===== config.mk =====
export PLATFORM = sky130hd
export DESIGN_NAME = clk_div_multi
export DESIGN_NICKNAME = d
export VERILOG_FILES = /design/src/rtl/clk_div_pkg.sv /design/src/rtl/clk_div_chan.sv /design/src/rtl/clk_div_multi.sv
export SDC_FILE = /design/constraint.sdc
export NUM_CORES = 1
export LEC_CHECK = 0
export CELL_PAD_IN_SITES_DETAIL_PLACEMENT = 2
export CELL_PAD_IN_SITES_GLOBAL_PLACEMENT = 2
export CORE_MARGIN = 5
export CORE_UTILIZATION = 35
export DETAILED_ROUTE_END_ITERATION = 7
export PLACE_DENSITY_LB_ADDON = 0.25
export RECOVER_POWER = 100
export SLEW_MARGIN = 0
export SYNTH_ARGS = -nofsm -noshare
export SYNTH_HDL_FRONTEND = slang
export SYNTH_SLANG_ARGS = --single-unit

===== constraint.sdc =====
create_clock -name clk -period 4.01 [get_ports clk]
set_input_delay 1.203 -clock clk [delete_from_list [all_inputs] [get_ports clk]]
set_output_delay 1.203 -clock clk [all_outputs]
set_load 0.01 [all_outputs]

===== src/rtl/clk_div_pkg.sv =====
// Shared types and constants for the multi-channel clock divider.
// Channel state encoding and minimum legal divisor.
package clk_div_pkg;

  typedef enum logic [1:0] {
    IDLE     = 2'd0,
    RUN      = 2'd1,
    STOPPING = 2'd2
  } chan_state_t;

  localparam int MIN_DIV = 2;

endpackage


===== src/rtl/clk_div_chan.sv =====
// One divider channel: state, counter, active/shadow divisor.
// Divisor switches only at a period wrap so clk_out never glitches.
module clk_div_chan
  import clk_div_pkg::*;
#(
  parameter int DIV_W       = 8,
  parameter int DEFAULT_DIV = 4
) (
  input  logic             clk,
  input  logic             reset,
  input  logic             en,
  input  logic             load_we,
  input  logic [DIV_W-1:0] load_div,
  output logic             pending,
  output logic             clk_out,
  output logic             tick,
  output logic             busy
);

  chan_state_t      state, state_n;
  logic [DIV_W-1:0] cnt, cnt_n;
  logic [DIV_W-1:0] div_a, div_a_n;
  logic [DIV_W-1:0] div_s, div_s_n;
  logic             pend_n;
  logic             wrap;
  logic             run_n;
  logic [DIV_W:0]   half_n;
  logic             clk_n;
  logic             tick_n;

  // Next state, counter, divisor and the outputs of the next cycle.
  always_comb begin
    state_n = state;
    cnt_n   = cnt;
    div_a_n = div_a;
    div_s_n = div_s;
    pend_n  = pending;
    wrap    = (cnt == div_a - 1'b1);
    case (state)
      IDLE: begin
        if (pending) begin
          div_a_n = div_s;
          pend_n  = 1'b0;
        end
        if (en) begin
          state_n = RUN;
          cnt_n   = '0;
        end
      end
      default: begin
        if (wrap) begin
          cnt_n   = '0;
          state_n = en ? RUN : IDLE;
          if (pending) begin
            div_a_n = div_s;
            pend_n  = 1'b0;
          end
        end else begin
          cnt_n   = cnt + 1'b1;
          state_n = en ? RUN : STOPPING;
        end
      end
    endcase
    if (load_we) begin
      div_s_n = load_div;
      pend_n  = 1'b1;
    end
    run_n  = (state_n != IDLE);
    half_n = ({1'b0, div_a_n} + 1'b1) >> 1;
    clk_n  = run_n && ({1'b0, cnt_n} < half_n);
    tick_n = run_n && (cnt_n == '0);
  end

  // Channel registers; clk_out and tick come straight from flops.
  always_ff @(posedge clk or posedge reset) begin
    if (reset) begin
      state   <= IDLE;
      cnt     <= '0;
      div_a   <= DIV_W'(DEFAULT_DIV);
      div_s   <= DIV_W'(DEFAULT_DIV);
      pending <= 1'b0;
      clk_out <= 1'b0;
      tick    <= 1'b0;
    end else begin
      state   <= state_n;
      cnt     <= cnt_n;
      div_a   <= div_a_n;
      div_s   <= div_s_n;
      pending <= pend_n;
      clk_out <= clk_n;
      tick    <= tick_n;
    end
  end

  assign busy = (state != IDLE);

endmodule


===== src/rtl/clk_div_multi.sv =====
// Bank of independent clock-divider channels with one load port.
// Load decode, legality check and error pulse live here.
module clk_div_multi
  import clk_div_pkg::*;
#(
  parameter  int NUM_CH      = 2,
  parameter  int DIV_W       = 8,
  parameter  int DEFAULT_DIV = 4,
  localparam int CH_W        = (NUM_CH > 1) ? $clog2(NUM_CH) : 1
) (
  input  logic              clk,
  input  logic              reset,
  input  logic [NUM_CH-1:0] en,
  input  logic              load_valid,
  input  logic [CH_W-1:0]   load_ch,
  input  logic [DIV_W-1:0]  load_div,
  output logic              load_ready,
  output logic              load_err,
  output logic [NUM_CH-1:0] clk_out,
  output logic [NUM_CH-1:0] tick,
  output logic [NUM_CH-1:0] busy
);

  logic [NUM_CH-1:0] pending;
  logic              ch_ok;
  logic              div_ok;
  logic              accept;

  // Ready follows the addressed channel; unknown channels always accept.
  always_comb begin
    load_ready = 1'b1;
    for (int i = 0; i < NUM_CH; i++) begin
      if (int'(load_ch) == i) load_ready = !pending[i];
    end
  end

  assign ch_ok  = (int'(load_ch) < NUM_CH);
  assign div_ok = (load_div >= DIV_W'(MIN_DIV));
  assign accept = load_valid && load_ready;

  // Illegal accepted load pulses load_err for one cycle.
  always_ff @(posedge clk or posedge reset) begin
    if (reset) load_err <= 1'b0;
    else       load_err <= accept && !(ch_ok && div_ok);
  end

  for (genvar g = 0; g < NUM_CH; g++) begin : g_ch
    logic we;
    assign we = accept && ch_ok && div_ok && (int'(load_ch) == g);
    clk_div_chan #(
      .DIV_W       (DIV_W),
      .DEFAULT_DIV (DEFAULT_DIV)
    ) u_chan (
      .clk      (clk),
      .reset    (reset),
      .en       (en[g]),
      .load_we  (we),
      .load_div (load_div),
      .pending  (pending[g]),
      .clk_out  (clk_out[g]),
      .tick     (tick[g]),
      .busy     (busy[g])
    );
  end

endmodule


==> PnR_summary.wiki, run 1 <==
{| class="wikitable"
! Metric !! Value
|-
| Total clock sinks || 59
|-
| DRC violations left || 0
|-
| Clock slew seen by the registers of the worst setup and hold paths || 0.06 ns
|-
| Via-per-instance ratio || 5.38
|-
| Leakage || 1.85 nW
|-
| Synthesized Nets || 420
|-
| Peak Freq || 256 MHz
|-
| Biggest area consumer among synthesized cells || sky130_fd_sc_hd__dfrtp_1
|-
| Total wire length after detailed routing || 10600 µm
|-
| Remaining global-route overflow || 0
|-
| Area of placed instances || 4160 µm²
|-
| Share of cells above drive strength 1 || 23.0%
|-
| Top Ports || 22
|-
| Antenna diode instance count || 0
|-
| Share of the synthesized area in compound gates (AO/OA/AOI/OAI) || 12.6%
|-
| Share of synthesized area occupied by flip-flops and latches || 39.0%
|-
| Clock skew after layout || 0.00860 ns
|-
| Net switching fraction of the power || 42.9%
|-
| Sequential fraction of design power || 36.5%
|-
| Remaining antenna violation count after routing || 0
|-
| Largest incremental delay on the critical path || 0.60 ns
|-
| Standard cell core area || 10700 µm²
|-
| Reg-to-Reg End || g_ch[0].u_chan.clk_out
|-
| Port bufs || 21
|-
| Max Buffers Root-to-Sink || 2
|-
| Max-slew violation count || 0
|-
| Initial antenna violation count || 0
|-
| Detailed-route wire length per cell || 19.0 µm
|-
| FFs w/ async S/R, synth || 100%
|-
| Total CTS buffers || 9
|-
| Worst max-slew margin expressed relative to the limit || 19.2%
|-
| Number of rows in the core area || 38
|-
| P_int || 1.79 mW
|-
| Clock Power Share || 14.6%
|-
| First-pass GRT wire length || 17800 µm
|-
| Combinational cell fraction of total power || 49.0%
|-
| Clock period minus worst slack || 3.91 ns
|-
| Area Growth Syn to Fin || 17.3%
|-
| Arrival @ worst endpoint || 2.71 ns
|-
| Portion of netlist area occupied by mux cells || 10.3%
|-
| Synth Warn # || 0
|-
| Via count || 2996
|-
| Total number of cells along the worst setup path || 3
|-
| Simple logic cell fraction of the synthesized area || 17.6%
|-
| Worst Max-Slew Pin Slew || 1.21 ns
|-
| Power density of the placed cells || 703 nW/µm²
|-
| Synthesized area per cell || 9.83 µm²
|-
| Area share of the largest cell type after synthesis || 36.3%
|-
| Worst path slowest cell || sky130_fd_sc_hd__dlygate4sd3_1
|-
| Die width || 114 µm
|-
| Fin. Hold Viols || 0
|-
| Die extent in y || 114 µm
|-
| Post-route cell area || 4450 µm²
|-
| Cell types with the highest counts after synthesis || sky130_fd_sc_hd__dfrtp_1 (55), sky130_fd_sc_hd__nand2_1 (34), sky130_fd_sc_hd__mux2_2 (29)
|-
| Total Die Area || 13000 µm²
|-
| Reg2Reg Depth || 18
|-
| Critical Setup Path Class || primary input to output port
|-
| Number of detailed-routing iterations run before antenna repair || 4
|-
| Post-route fraction of the period consumed by the critical path || 97.5%
|-
| Critical path buffer and inverter count || 2
|-
| CP Launch Type || primary input
|-
| DP Wirelength || 8120 µm
|-
| Hold crit path type || flop to flop
|-
| Clock tree from TritonCTS || yes
|-
| Root cell of the clock tree || sky130_fd_sc_hd__clkbuf_8
|-
| Number of nets in the layout || 446
|-
| Cell types with the largest area share after synthesis || sky130_fd_sc_hd__dfrtp_1 (36%), sky130_fd_sc_hd__mux2_2 (8.6%), sky130_fd_sc_hd__ha_1 (6.6%)
|-
| Number of flops mapped to enable cells by yosys || 0
|-
| Max capacitance violation total || 0
|-
| Gr usage total || 17.6%
|-
| Required time of the worst setup path || 2.81 ns
|-
| Instance count of the mapped netlist || 386
|-
| Number of violations reported at the end of detailed-routing iteration 0 || 62
|-
| Status || finished, final reports clean
|-
| Via count of the first global-routing pass || 3268
|-
| Routability congestion estimate || 0.769
|-
| Worst skew pair latency || 0.35 ns
|-
| Switching power total || 1.34 mW
|-
| Starting density of the core || 35.3%
|-
| CP max FO || 3
|-
| Most frequent cell after synthesis || sky130_fd_sc_hd__dfrtp_1
|-
| Family with the most delay on the worst path || buffers and inverters
|-
| Cell Count Post-Placement || 536
|-
| Netlist cell types || 56
|-
| Number of buffers inserted by hold repair at cts || 0
|-
| Clock H-tree levels || 3
|-
| Post-synthesis adder-cell area fraction || 6.59%
|-
| Main combinational cell family by area after synthesis || simple AND/OR/NAND/NOR gates
|-
| R2r setup slk || 0.20 ns
|-
| Count of filler cells inserted in the layout || 1145
|-
| Flip-flop and latch count after synthesis || 59
|-
| Netlist Area Pre-Place || 3800 µm²
|-
| Worst setup path endpoint || load_ready
|-
| Max IR drop VDD || 0.307 mV
|-
| Number of standard cells in the layout, taps in and fillers out || 557
|-
| Final setup fails || 0
|-
| CP Capture Type || output port
|-
| Post-synthesis xor/xnor area fraction || 9.69%
|-
| Maximum number of pins on one net before global-route repair || 33
|-
| Timing startpoint of the critical path || load_ch
|-
| Reg-to-reg critical path startpoint || g_ch[0].u_chan.div_a[1]
|-
| Primary flip-flop cell chosen by synthesis mapping || sky130_fd_sc_hd__dfrtp_1
|-
| Worst path cell trace || dlygate4sd3_1, mux2i_1, clkdlybuf4s50_1
|}
## registers in the layout, indices dropped and copies added (netlist names)
signal               count
g_ch.u_chan.clk_out      2
g_ch.u_chan.cnt         16
g_ch.u_chan.div_a       16
g_ch.u_chan.div_s       16
g_ch.u_chan.pending      2
g_ch.u_chan.state        4
g_ch.u_chan.tick         2
load_err                 1
## per-layer routing
| layer | wire [µm] | GRT usage [%] | part of all wire [%] |
|---|---|---|---|
| met1 | 5120 | 24.3 | 48 |
| met2 | 5050 | 27.7 | 48 |
| met3 | 252 | 2.80 | 2.4 |
| met4 | 169 | 6.41 | 1.6 |
| met5 | 0 | 0 | 0 |
## worst register-to-register path, stage by stage, from the launching register on
cell and delay [ns]:
sky130_fd_sc_hd__dfrtp_1 0.40, sky130_fd_sc_hd__buf_4 0.16, sky130_fd_sc_hd__or4_4 0.58, sky130_fd_sc_hd__nor3_2 0.15
sky130_fd_sc_hd__o22ai_2 0.13, sky130_fd_sc_hd__o41ai_4 0.41, sky130_fd_sc_hd__nand2_2 0.14, sky130_fd_sc_hd__mux2_2 0.34
sky130_fd_sc_hd__ha_4 0.20, sky130_fd_sc_hd__nand3_1 0.09, sky130_fd_sc_hd__xor2_1 0.16, sky130_fd_sc_hd__nor2_1 0.07
sky130_fd_sc_hd__a21oi_2 0.12, sky130_fd_sc_hd__ha_1 0.27, sky130_fd_sc_hd__a21oi_2 0.16, sky130_fd_sc_hd__nor2_1 0.05
sky130_fd_sc_hd__nor2_1 0.09, sky130_fd_sc_hd__o211ai_1 0.09, sky130_fd_sc_hd__nor2_1 0.14
## through the flow
stage / total power, mW / setup TNS (ns) / hold WS [ns] / setup slack, ns / util, %
after global routing: 3.40 / -0.0395 / 0.568 / -0.0327 / 41.4
after global placement: 2.47 / 0 / 0.507 / 0.159 / 38.7
final: 3.13 / 0 / 0.518 / 0.101 / 41.4
after floorplan: 2.11 / 0 / 0.477 / 0.000912 / -
after detailed placement: 2.56 / -0.117 / 0.521 / -0.117 / 38.7
after CTS: 3.06 / 0 / 0.535 / 0.0115 / 40.3
## power groups by stage
| stage | clock [mW] | combinational [mW] | sequential [mW] |
|---|---|---|---|
| floorplan | 0 | 1.13 | 0.979 |
| global placement | 0 | 1.35 | 1.12 |
| detailed placement | 0 | 1.42 | 1.14 |
| CTS | 0.476 | 1.45 | 1.14 |
| global route | 0.500 | 1.71 | 1.19 |
| finish | 0.456 | 1.53 | 1.14 |
## cell families (layout without fill, tap and decap cells)
group                      count (synthesis)  in the layout
muxes                                     35             35
adders and majority gates                 20             20
AOI/OAI and AO/OA                         70             70
xor gates and xnor gates                  42             42
and+or+nand+nor                          127            127
buffers and inverters                     33             64
DFF                                       59             59
## cell type report
cell class | instances | area [µm²] | share of cell area, %
sequential | 59 | 1480 | 33.3
multi-input combinational | 294 | 2270 | 51.0
clock inverter | 3 | 15.0 | 0.337
timing repair buffer | 38 | 332 | 7.45
tap | 140 | 175 | 3.93
clock buffer | 13 | 139 | 3.12
inverter | 10 | 37.5 | 0.843
## how the worst min path moves through the flow
stage | startpoint | end | slack [ns] | cells past startpoint
after floorplan | g_ch[0].u_chan.div_s[7] | g_ch[0].u_chan.div_s[7] | 0.48 | 1
after global placement | g_ch[0].u_chan.div_s[7] | g_ch[0].u_chan.div_s[7] | 0.51 | 1
after detailed placement | g_ch[0].u_chan.div_s[7] | g_ch[0].u_chan.div_s[7] | 0.52 | 1
after CTS | g_ch[0].u_chan.div_s[7] | g_ch[0].u_chan.div_s[7] | 0.54 | 1
after global routing | g_ch[0].u_chan.div_s[7] | g_ch[0].u_chan.div_s[7] | 0.57 | 1
final | g_ch[0].u_chan.div_s[7] | g_ch[0].u_chan.div_s[7] | 0.52 | 1
## cells in the final DEF (no fill, tap or decap), types with 4 or more instances in the layout
cell type / instances
sky130_fd_sc_hd__xor2_1: 17
sky130_fd_sc_hd__clkbuf_1: 5
sky130_fd_sc_hd__ha_1: 18
sky130_fd_sc_hd__clkbuf_8: 9
sky130_fd_sc_hd__and3_1: 10
sky130_fd_sc_hd__nand2_1: 33
sky130_fd_sc_hd__nand4_1: 13
sky130_fd_sc_hd__dfrtp_1: 53
sky130_fd_sc_hd__a21oi_1: 10
sky130_fd_sc_hd__o21ai_0: 26
sky130_fd_sc_hd__inv_1: 9
sky130_fd_sc_hd__buf_4: 15
sky130_fd_sc_hd__nand2b_1: 4
sky130_fd_sc_hd__mux2_2: 29
sky130_fd_sc_hd__dlygate4sd3_1: 5
sky130_fd_sc_hd__nor3_1: 6
sky130_fd_sc_hd__or3_1: 4
sky130_fd_sc_hd__mux2i_1: 4
sky130_fd_sc_hd__xnor2_1: 24
sky130_fd_sc_hd__nand3_1: 13
sky130_fd_sc_hd__o21ai_1: 4
sky130_fd_sc_hd__nor2_1: 17
sky130_fd_sc_hd__clkdlybuf4s50_1: 16
sky130_fd_sc_hd__dfstp_2: 4
## repair_timing
action | 4_1_cts | 5_1_grt
endpoints found under the hold margin | 0 | 0
setup buffers | 0 | 5
resized for setup | 3 | 24
pin swaps | 0 | 9
endpoints found under the setup margin | 1 | 2
Note: power is estimated with default switching activity, not from simulation.
==> inputs of run 2 (changes only) <==
Settings changed: TNS_END_PERCENT set to 30.
==> results of run 2 <==
No change in the layout: final DEF, timing and power equal those of run 1.
==> inputs of run 3 (changes only) <==
Settings changed: CELL_PAD_IN_SITES_DETAIL_PLACEMENT 2 to unset, CELL_PAD_IN_SITES_GLOBAL_PLACEMENT 2 to unset, CORE_UTILIZATION 35 to 42, SETUP_SLACK_MARGIN set to 0.02.
==> PnR_summary.wiki, run 3 (same netlist as run 1, synthesis figures left out) <==
{| class="wikitable"
! Metric !! Value
|-
| Status || complete, but fails checks
|-
| Failing checks || max-capacitance violations, max-slew violations
|-
| Met3 capacity usage during global routing || 2.96% (+0.16 points)
|-
| Max capacitance violation total || 1 (+1)
|-
| Clock slew seen by the registers of the worst setup and hold paths || 0.07 ns (about the same)
|-
| Most frequent standard cell in the layout excluding fill and tap cells || sky130_fd_sc_hd__dfrtp_1
|-
| Required time of the worst setup path || 2.81 ns (about the same)
|-
| CP max FO || 3 (unchanged)
|-
| Area Growth Syn to Fin || 14.8%
|-
| Number of violations reported at the end of detailed-routing iteration 0 || 128 (+110%)
|-
| Starting density of the core || 43.3% (+8.0 points)
|-
| R2r setup slk || 0.22 ns (+0.02 ns)
|-
| First-pass GRT wire length || 14100 µm (-20%)
|-
| Global routing met1 resource utilization || 21.8% (-2.5 points)
|-
| Worst hold start || g_ch[0].u_chan.div_s[7]
|-
| Critical Setup Path Class || primary input to output port
|-
| CP Launch Type || primary input
|-
| Initial antenna violation count || 0 (unchanged)
|-
| Worst skew pair latency || 0.33 ns (-0.02 ns)
|-
| Remaining antenna violation count after routing || 0 (unchanged)
|-
| Max Buffers Root-to-Sink || 2 (unchanged)
|-
| Met2 track demand over resource || 23.9% (-3.8 points)
|-
| Clock tree from TritonCTS || yes
|-
| Sink of the worst hold path || g_ch[0].u_chan.div_s[7]
|-
| Setup repair after global routing missed its margin || true
|-
| Worst Max-Slew Pin Slew || 1.52 ns (+0.306 ns)
|-
| Post-route fraction of the period consumed by the critical path || 95.5% (-2.0 points)
|-
| Post-route cell area || 4360 µm² (-2.1%)
|-
| Registers with the most flip-flops || g_ch.u_chan.cnt: 16 flops, g_ch.u_chan.div_a: 16 flops, g_ch.u_chan.div_s: 16 flops
|-
| Root cell of the clock tree || sky130_fd_sc_hd__clkbuf_8
|-
| CP Capture Type || output port
|-
| Busiest layer in global routing || met2
|-
| Die width || 105 µm (-8.0%)
|-
| Peak Freq || 261 MHz (+2.1%)
|-
| Max IR drop VDD || 0.306 mV (-0.27%)
|-
| Number of rows in the core area || 34 (-11%)
|-
| Depth of the worst hold-timing path || 1 (unchanged)
|-
| Hold crit path type || flop to flop
|-
| Power density of the placed cells || 719 nW/µm² (+2.2%)
|-
| Reg-to-Reg End || g_ch[1].u_chan.clk_out
|-
| Reg2Reg Depth || 13 (-5)
|-
| Gr usage total || 15.6% (-1.9 points)
|-
| Die extent in y || 105 µm (-8.0%)
|-
| Antenna diode instance count || 0 (unchanged)
|-
| Total Negative Setup Slacks || 0 ns (unchanged)
|-
| Standard cell core area || 8760 µm² (-18%)
|-
| Commonest non-fill, non-tap cells in the layout || sky130_fd_sc_hd__dfrtp_1 (52), sky130_fd_sc_hd__nand2_1 (34), sky130_fd_sc_hd__mux2_2 (28), sky130_fd_sc_hd__o21ai_0 (26), sky130_fd_sc_hd__xnor2_1 (24)
|-
| Hold_ws || 0.533 ns (+0.0150 ns)
|-
| Arrival @ worst endpoint || 2.62 ns (-0.09 ns)
|-
| Number of nets in the layout || 436 (-2.2%)
|-
| Remaining global-route overflow || 0 (unchanged)
|-
| Total CTS buffers || 9 (unchanged)
|-
| Clock H-tree levels || 3 (unchanged)
|-
| Clock skew after layout || 0.00704 ns (-0.00156 ns)
|-
| Total clock sinks || 59 (unchanged)
|-
| Max-slew violation count || 39 (+39)
|-
| Maximum number of pins on one net before global-route repair || 39 (+18%)
|-
| Area of placed instances || 4070 µm² (-2.2%)
|-
| Detailed-route wire length per cell || 16.4 µm (-14%)
|-
| Routability congestion estimate || 0.803 (+4.5%)
|-
| Reg-to-reg critical path startpoint || g_ch[1].u_chan.div_a[0]
|-
| Final setup fails || 0 (unchanged)
|-
| Leakage || 1.81 nW (-1.8%)
|-
| Via count || 2866 (-4.3%)
|-
| Total wire length after detailed routing || 8420 µm (-20%)
|-
| Fin. Hold Viols || 0 (unchanged)
|-
| Share of cells above drive strength 1 || 19.7% (-3.3 points)
|-
| Via count of the first global-routing pass || 2824 (-14%)
|-
| Number of detailed-routing iterations run before antenna repair || 4 (unchanged)
|-
| Clock period minus worst slack || 3.83 ns (-0.0816 ns)
|-
| Worst max-slew margin expressed relative to the limit || -1.21% (-20 points)
|-
| DRC violations left || 0 (unchanged)
|-
| Port bufs || 21 (unchanged)
|-
| Total Die Area || 11000 µm² (-15%)
|-
| Top Ports || 22 (unchanged)
|-
| Via-per-instance ratio || 5.58 (+3.7%)
|-
| DP Wirelength || 6260 µm (-23%)
|}
run 3: changes by cell type in the layout (fill, tap and decap cells not counted), moves of 3 or more:
cell | previous run | this run
sky130_fd_sc_hd__a21oi_2 | 3 | 0
sky130_fd_sc_hd__clkbuf_1 | 5 | 2
sky130_fd_sc_hd__buf_4 | 15 | 6
sky130_fd_sc_hd__a21oi_1 | 10 | 13
sky130_fd_sc_hd__bufinv_16 | 0 | 3
run 3: worst max path at each step:
stage | from | end | slack [ns] | depth (start not counted)
finish | load_ch | load_ready | 0.18 | 3
detailed placement | g_ch[1].u_chan.div_a[0] | g_ch[1].u_chan.clk_out | 0.11 | 18
floorplan | g_ch[1].u_chan.div_a[0] | g_ch[1].u_chan.clk_out | 0.07 | 18
global route | g_ch[1].u_chan.div_a[0] | g_ch[1].u_chan.clk_out | -0.01 | 18
CTS | g_ch[1].u_chan.div_a[0] | g_ch[1].u_chan.clk_out | 0.09 | 18
global placement | g_ch[0].u_chan.div_a[0] | g_ch[0].u_chan.clk_out | 0.16 | 19
run 3: layout make-up:
| type | count | area (µm²) |
|---|---|---|
| clock inverter | 5 | 103 |
| sequential | 59 | 1490 |
| clock buffer | 10 | 128 |
| tap | 108 | 135 |
| fill | 830 | 4400 |
| inverter | 10 | 37.5 |
| timing repair buffer | 28 | 259 |
| multi-input combinational | 294 | 2210 |
run 3: stage by stage:
stage / utilization (%) / power, mW / setup WS [ns] / instances
after floorplan: - / 2.11 / 0.0712 / 386
after global placement: 46.4 / 2.40 / 0.161 / 498
after detailed placement: 46.4 / 2.44 / 0.107 / 498
after CTS: 49.1 / 3.10 / 0.0898 / 513
after global routing: 49.7 / 3.39 / -0.0119 / 514
final: 49.7 / 3.13 / 0.182 / 514
run 3: worst max-delay path, cell delays in order:
cell and delay [ns]:
sky130_fd_sc_hd__clkdlybuf4s50_1 0.53, sky130_fd_sc_hd__mux2i_1 0.30, sky130_fd_sc_hd__clkdlybuf4s50_1 0.59
run 3: per-layer routing:
metal / share of wire, % / up-vias
met5: 0 / -
met4: 1.3 / 0
met3: 3.1 / 8
met2: 46 / 42
met1: 50 / 1407
li1: - / 1409
run 3: report_power, final:
group,switching [mW],total [mW],internal (mW)
registers,0.326,1.15,0.823
clock network,0.237,0.646,0.409
logic,0.664,1.34,0.674
total,1.23,3.13,1.91
run 3: timing repair:
action                     in CTS  in global routing
setup endpoints to repair       0                  2
resized for setup               0                 15
hold buffers                    0                  0
buffers inserted                0                  1
